## src/rtl/udma_tx_rr_arbiter.sv

```systemverilog
// udma_tx_rr_arbiter: round-robin share of one L2 read port among N_CH uDMA TX channels
// Ports: sys_clk_i/rst_i clock and sync active-high reset; req_i/addr_i/datasize_i/gnt_o
// channel request side; l2_req_o/l2_addr_o/l2_datasize_o/l2_gnt_i L2 address handshake;
// l2_r_valid_i/l2_r_data_i/l2_r_ready_o L2 response; r_valid_o/r_data_o/r_ready_i channel
// responses; outstd_o outstanding reads; err_o sticky response-without-owner flag.
// Optional macro UDMA_ARB_PRIO_EN adds prio_i to restrict selection to prioritised channels.
module udma_tx_rr_arbiter #(
  parameter int N_CH           = 4,
  parameter int L2_AWIDTH_NOAL = 19,
  parameter int MAX_OUTSTD     = 4
) (
  input  logic                           sys_clk_i,
  input  logic                           rst_i,
  input  logic [N_CH-1:0]                req_i,
  input  logic [N_CH*L2_AWIDTH_NOAL-1:0] addr_i,
  input  logic [N_CH*2-1:0]              datasize_i,
`ifdef UDMA_ARB_PRIO_EN
  input  logic [N_CH-1:0]                prio_i,
`endif
  output logic [N_CH-1:0]                gnt_o,
  output logic                           l2_req_o,
  output logic [L2_AWIDTH_NOAL-1:0]      l2_addr_o,
  output logic [1:0]                     l2_datasize_o,
  input  logic                           l2_gnt_i,
  input  logic                           l2_r_valid_i,
  input  logic [31:0]                    l2_r_data_i,
  output logic                           l2_r_ready_o,
  output logic [N_CH-1:0]                r_valid_o,
  output logic [31:0]                    r_data_o,
  input  logic [N_CH-1:0]                r_ready_i,
  output logic [$clog2(MAX_OUTSTD):0]    outstd_o,
  output logic                           err_o
);
  localparam int IDW = $clog2(N_CH);
  localparam int PW  = $clog2(MAX_OUTSTD);
  localparam int CW  = PW + 1;
  logic [IDW-1:0] ptr_q, ptr_d, lock_id_q, sel, sel_rr;
  logic           lock_q, err_q, err_d;
  logic [IDW-1:0] fifo_q [MAX_OUTSTD];
  logic [PW-1:0]  wr_q, rd_q;
  logic [CW-1:0]  cnt_q, cnt_d;
  logic [N_CH-1:0] elig, cand;
  logic full, empty, hs, pop;
  logic [IDW-1:0] head;
  assign full  = cnt_q == CW'(MAX_OUTSTD);
  assign empty = cnt_q == '0;
  assign elig  = req_i & {N_CH{~full}};
`ifdef UDMA_ARB_PRIO_EN
  assign cand = |(elig & prio_i) ? elig & prio_i : elig;
`else
  assign cand = elig;
`endif
  // lowest offset from ptr wins, so scan offsets downwards and let the last hit stick
  always_comb begin
    sel_rr = ptr_q;
    for (int i = N_CH - 1; i >= 0; i--)
      if (cand[(int'(ptr_q) + i) % N_CH]) sel_rr = IDW'((int'(ptr_q) + i) % N_CH);
  end
  // a stalled request keeps its channel until granted or withdrawn
  assign sel           = lock_q ? lock_id_q : sel_rr;
  assign l2_req_o      = lock_q ? elig[lock_id_q] : |elig;
  assign l2_addr_o     = addr_i[int'(sel)*L2_AWIDTH_NOAL +: L2_AWIDTH_NOAL];
  assign l2_datasize_o = datasize_i[int'(sel)*2 +: 2];
  assign hs            = l2_req_o & l2_gnt_i;
  assign gnt_o         = hs ? N_CH'(1) << sel : '0;
  assign ptr_d         = int'(sel) == N_CH - 1 ? '0 : sel + IDW'(1);
  assign head          = fifo_q[rd_q];
  assign l2_r_ready_o  = empty | r_ready_i[head];
  assign r_valid_o     = (l2_r_valid_i & ~empty) ? N_CH'(1) << head : '0;
  assign r_data_o      = l2_r_data_i;
  assign pop           = l2_r_valid_i & l2_r_ready_o & ~empty;
  assign cnt_d         = cnt_q + CW'(hs) - CW'(pop);
  assign err_d         = err_q | (l2_r_valid_i & empty);
  assign outstd_o      = cnt_q;
  assign err_o         = err_q;
  always_ff @(posedge sys_clk_i) begin
    if (rst_i) begin
      ptr_q     <= '0;
      lock_q    <= 1'b0;
      lock_id_q <= '0;
      wr_q      <= '0;
      rd_q      <= '0;
      cnt_q     <= '0;
      err_q     <= 1'b0;
    end else begin
      ptr_q     <= hs ? ptr_d : ptr_q;
      lock_q    <= l2_req_o & ~l2_gnt_i;
      lock_id_q <= sel;
      wr_q      <= wr_q + PW'(hs);
      rd_q      <= rd_q + PW'(pop);
      cnt_q     <= cnt_d;
      err_q     <= err_d;
    end
  end
  always_ff @(posedge sys_clk_i)
    if (hs) fifo_q[wr_q] <= sel;
endmodule

```

## config.mk

```make
export PLATFORM = sky130hd
export DESIGN_NAME = udma_tx_rr_arbiter
export DESIGN_NICKNAME = d
export VERILOG_FILES = /design/src/rtl/udma_tx_rr_arbiter.sv
export SDC_FILE = /design/constraint.sdc
export NUM_CORES = 1
export LEC_CHECK = 0
export CORE_UTILIZATION = 31
export CTS_CLUSTER_SIZE = 20
export DETAILED_ROUTE_END_ITERATION = 7
export GPL_TIMING_DRIVEN = 0
export PLACE_DENSITY_LB_ADDON = 0.25
export SYNTH_ARGS = -nofsm -noshare
export SYNTH_HDL_FRONTEND = slang
export SYNTH_SLANG_ARGS = --single-unit
```

## constraint.sdc

```tcl
create_clock -name sys_clk_i -period 2.9 [get_ports sys_clk_i]
set_input_delay 0.29 -clock sys_clk_i [delete_from_list [all_inputs] [get_ports sys_clk_i]]
set_output_delay 0.29 -clock sys_clk_i [all_outputs]
set_load 0.02 [all_outputs]
```

# Word level (Yosys, flattened, before mapping)
# Memories as Yosys holds them, arrays and structs flattened. A register that Yosys moved wholly into a read port is not among the register bits.
# Cells that the tools add are included.
# word_totals
ff_bits	13
elab_cells	76
mem_count	1
mem_bits_rw	8
# classes
eq_ne	2
bitwise_logic	15
mux	27
n_lt_le_gt_ge	6
reduce_logical	5
n_shift	4
n_mul	1
add_sub_neg	8
# mem_list
name	depth	word_bits	rd	rd_clocked_by_memory_dff	wr	line_no	rtl
fifo_q	4	2	1	1	1	39	logic [IDW-1:0] fifo_q [MAX_OUTSTD];
# op_table
op	count
76-bit by 8-bit variable part select with 19-bit output	1
2-bit two-way mux	7
1-bit binary-select mux with 2-bit select	6
3-bit by 4-bit less-than comparator with 1-bit output (second input constant)	3
1-bit two-way mux	12
2-bit by 3-bit less-than comparator with 1-bit output (second input constant)	3
4-bit two-way mux	2
8-bit by 4-bit variable part select with 2-bit output	1
1-bit by 2-bit left shift with 4-bit output (first input constant)	2
2-bit by 5-bit multiplier with 7-bit output (second input constant)	1
1-bit bitwise AND	6
2-bit OR reduction	3
2-bit by 1-bit adder with 2-bit output	2
2-bit by 1-bit adder with 2-bit output (second input constant)	2
2-bit adder (second input constant)	2
4-bit bitwise AND	1
4-bit OR reduction	1
3-bit by 1-bit adder with 3-bit output	1
1-bit bitwise AND (first input constant)	3
3-bit == test (second input constant)	1
3-bit zero test	1
1-bit inverter	3
3-bit by 1-bit subtractor with 3-bit output	1
2-bit by 1-bit == test with 1-bit output (second input constant)	1
1-bit OR	2

# Logic depth before layout (Yosys ltp)
# Gate-level depths: netlist (run 1).
# logic_depth
depth_word	13
mapped_depth	13
ltp_nobuf	13

# Worst setup path after synthesis (run 1)
# Ideal clock, no wire load.
# synth_timing
path_type	reg2reg
from	register lock_q
to	register cnt_q[2] (netlist: outstd_o[2])
required_ns	2.772
t_arrival_ns	2.422
setup_time_ns	0.128
path_stages_with_launch	13
path_slack_ns	0.351
path_cell_list	dfxtp_1 -> nor3b_1 -> a21oi_1 -> nor2_1 -> nand2_1 -> inv_2 -> xor2_1 -> ha_1 -> inv_1 -> fa_1 -> xor2_1 -> xnor2_1 -> nor2_1
# synth_between
elab_chain_len	4
# synth_lines
element	line_no	rtl
start: declaration	38	logic lock_q, err_q, err_d;
start signal: assignment	87	lock_q <= l2_req_o & ~l2_gnt_i;
1-bit two-way mux	61	assign l2_req_o = lock_q ? elig[lock_id_q] : |elig;
named net l2_req_o	21	output logic l2_req_o,
1-bit bitwise AND	64	assign hs = l2_req_o & l2_gnt_i;
named net hs	43	logic full, empty, hs, pop;
3-bit by 1-bit adder with 3-bit output	72	assign cnt_d = cnt_q + CW'(hs) - CW'(pop);
3-bit by 1-bit subtractor with 3-bit output	72	
end signal: assignment	91	cnt_q <= cnt_d;
end: declaration	41	logic [CW-1:0] cnt_q, cnt_d;
# The timed path passes the listed nets, and every way through them passes these cells.
# A chain may end at the register's enable or synchronous reset.

# Worst setup path in the final report (run 1)
# layout_timing
from	input port req_i[0]
to	register cnt_q[2] (netlist: outstd_o[2])
# layout_between
elab_chain_len	7
elab_cells_between_ends	8
cone_classes	add/sub (2); mux (3); bitwise (2); reduce/logical (1)
# layout_lines
element	line_no	rtl
start: declaration	14	input logic [N_CH-1:0] req_i,
4-bit bitwise AND *	47	assign elig = req_i & {N_CH{~full}};
1-bit binary-select mux with 2-bit select	61	
1-bit two-way mux (implied by the code)	61	
1-bit two-way mux *	61	
1-bit bitwise AND *	64	
named net hs	43	
3-bit by 1-bit adder with 3-bit output *	72	
3-bit by 1-bit subtractor with 3-bit output *	72	
# The timed path passes the listed nets; every way through them passes the cells marked *. The select of a mux whose other input is x is not followed.

==> flow_summary.ini, run 1 <==
[sta]
whs_ns = 0.491
rsz0062_at_grt = yes
slew_headroom = 0.705
post-route-period-util = 0.950
final.min_clock_period_ns = 2.76
setup_viol = 0
layout_setup_ws_ns = 0.144
totalNegativeSetupSlack_ns = 0
fin_skew_ns = 0.00389
slew_violations = 0
max_freq_mhz = 363
hold_viol_final = 0
worstMarginPinSlew_ns = 0.442

[placed_design]
place_hpwl_um = 5470
gp_congestion = 0.753
numPortBuffers = 162
place_ws_ns = -0.332

[clocking]
cts_tree = yes
postCtsHoldBufs = 0
root_buffer = clkbuf_8
clk_latency_ns = 0.26
path_clk_slew_ns = 0.07
clk_path_buf_depth = 2
cts-buffers-inserted = 3
clock-sinks = 21
htreeDepth = 1

[cells_and_area]
area_delta_synth_final_pct = 84.0
multi_input_area_sq_um = 1250
postLayoutCoreUtil = 0.602
diodes = 0
seqCellArea_sq_um = 500
fillers = 592
drive_gt1_frac = 0.163
final_net_count = 519

[floorplanning]
die_h_um = 84.8
die_width_um = 84.8
rows = 29
core_area_sq_um = 6490
die-area_sq_um = 7190
start_util = 0.327
ios = 195

[worst_setup_path]
critPathKind = in -> reg
required_ns = 3.04
startpoint_type = input pin
worstPathMaxFanout = 9
arrival_ns = 2.90
crit_path_end_kind = flip-flop

[synthesis]
synth_common_cells = 68 x mux2i_1, 32 x buf_4, 18 x nor2_1
synthCells = 215
ys.flop_type = dfxtp_1
ys.warnings.count = 0
syn_nets = 347
synthArstFlopShare = 0
synth_edf_count = 8
ys_seq_area_frac = 0.235
synth_seq_cells = 21
synth_top_area_share = 0.320
synth.distinct_cells = 45
synth_most_common_cell = mux2i_1
syn_area_sq_um = 2130
syn_avg_cell_area_sq_um = 9.89
synth.largest_area_cell = mux2i_1
synth_area_leaders = mux2i_1 32%, dfxtp_1 12%, buf_4 11%

[job]
cap_violations = 0

[drt]
antenna_left = 0
wirelength_um = 6390
drt-wirelength-per-cell_um = 13.8
viasPerCell = 4.63
via_count = 2142
drtIter0Drc = 68
firstDrtPassIters = 8
drc_errors = 8

[pwr]
finalPower_uw = 2520
p_per_area_nw_per_um2 = 643
leakage_uw = 0.00194
irDropWorstVdd_v = 0.000239

[global_route]
grt_max_degree = 12
grt_usage = 0.176
antenna_found_initial = 0
grt.overflow.total = 0
grt_pass1_wl_um = 10200
grt_pass1_vias = 2177

[run_status]
status = complete, but fails checks
violations = design-rule violations

[min_path]
hold_path_class = reg -> reg
[area by class of cell]
type / instances / area share
clock buffers: 4 / 0.0115
flip-flops and latches: 21 / 0.128
multi-input cells: 144 / 0.320
inverters: 10 / 0.00960
repair buffers: 167 / 0.417
well taps: 77 / 0.0246
plain buffers: 40 / 0.0893
[final timing paths]
check | startpoint | endpoint | slack, ns | cells past startpoint
setup reg to reg | rd_q[0] | outstd_o[2] | 0.17 | 10
hold / removal | err_o | err_o | 0.49 | 2
setup / recovery | req_i[0] | outstd_o[2] | 0.14 | 14
hold reg to reg | err_o | err_o | 0.49 | 2
[timing repair]
action	4_1_cts	5_1_grt
setup endpoints to repair	26	8
pin swaps	0	0
resized for setup	25	7
setup buffers	2	3
endpoints found under the hold margin	0	0
[registers in the layout (all words and copies together) (netlist names)]
name       flops
ptr_q          2
lock_id_q      2
lock_q         1
err_o          1
rd_q           2
outstd_o       3
fifo_q         8
wr_q           2
[stage by stage]
step                std cells  cell area, sq um
floorplan                 215              2130
global placement          454              3840
detailed placement        454              3840
CTS                       460              3880
global route              463              3910
finish                    463              3910
[report_power, final]
part	total [uW]	switching, uW	internal [uW]	leakage [uW]
registers	476	87.4	389	0.000181
clock network	193	94.7	98.1	0.0000228
logic	1850	901	946	0.00173
[kinds of logic after synthesis]
group / Yosys count / share of synthesized area
compound gates: 16 / 0.0724
xor+xnor: 6 / 0.0247
fa+ha+maj: 4 / 0.0271
buf+inv: 50 / 0.180
flops: 21 / 0.235
mux: 70 / 0.341
simple gates: 48 / 0.119
[cell usage in the layout, fill, tap and decap left out, types with 6 or more instances in the layout]
cell,netlist,layout
inv_1,7,7
dlygate4sd2_1,0,23
buf_4,32,37
clkdlybuf4s50_1,0,135
nor3_1,6,6
dfxtp_1,13,13
nand2_1,7,6
mux2i_1,68,68
nor2_1,18,18
edfxtp_1,8,8
[layer usage]
metal	global-route usage	routed length, um	vias up	share of wire
li1	-	-	1069	-
met1	0.180	2330	963	0.36
met2	0.341	3370	103	0.53
met3	0.0613	623	7	0.098
met4	0.0416	63	0	0.0099
met5	0	0	-	0
[critical path: stages]
cell and delay (ns):
clkdlybuf4s50_1 0.46, or3_1 0.36, a21o_1 0.19, a21oi_2 0.15, nor2_1 0.09, nand2_2 0.13, inv_2 0.11, xor2_1 0.18
ha_1 0.16, inv_1 0.05, fa_1 0.37, xor2_1 0.17, xnor2_1 0.13, nor2_1 0.05
Note: power is estimated with default switching activity, not from simulation.
==> run 2: changes to the inputs <==
--- a/config.mk
+++ b/config.mk
@@ -5,6 +5,7 @@
 export SDC_FILE = /design/constraint.sdc
 export NUM_CORES = 1
 export LEC_CHECK = 0
+export CAP_MARGIN = 20
 export CORE_UTILIZATION = 31
 export CTS_CLUSTER_SIZE = 20
 export DETAILED_ROUTE_END_ITERATION = 7
==> results of run 2 <==
The final DEF is identical to that of run 1; final timing and power are the same.
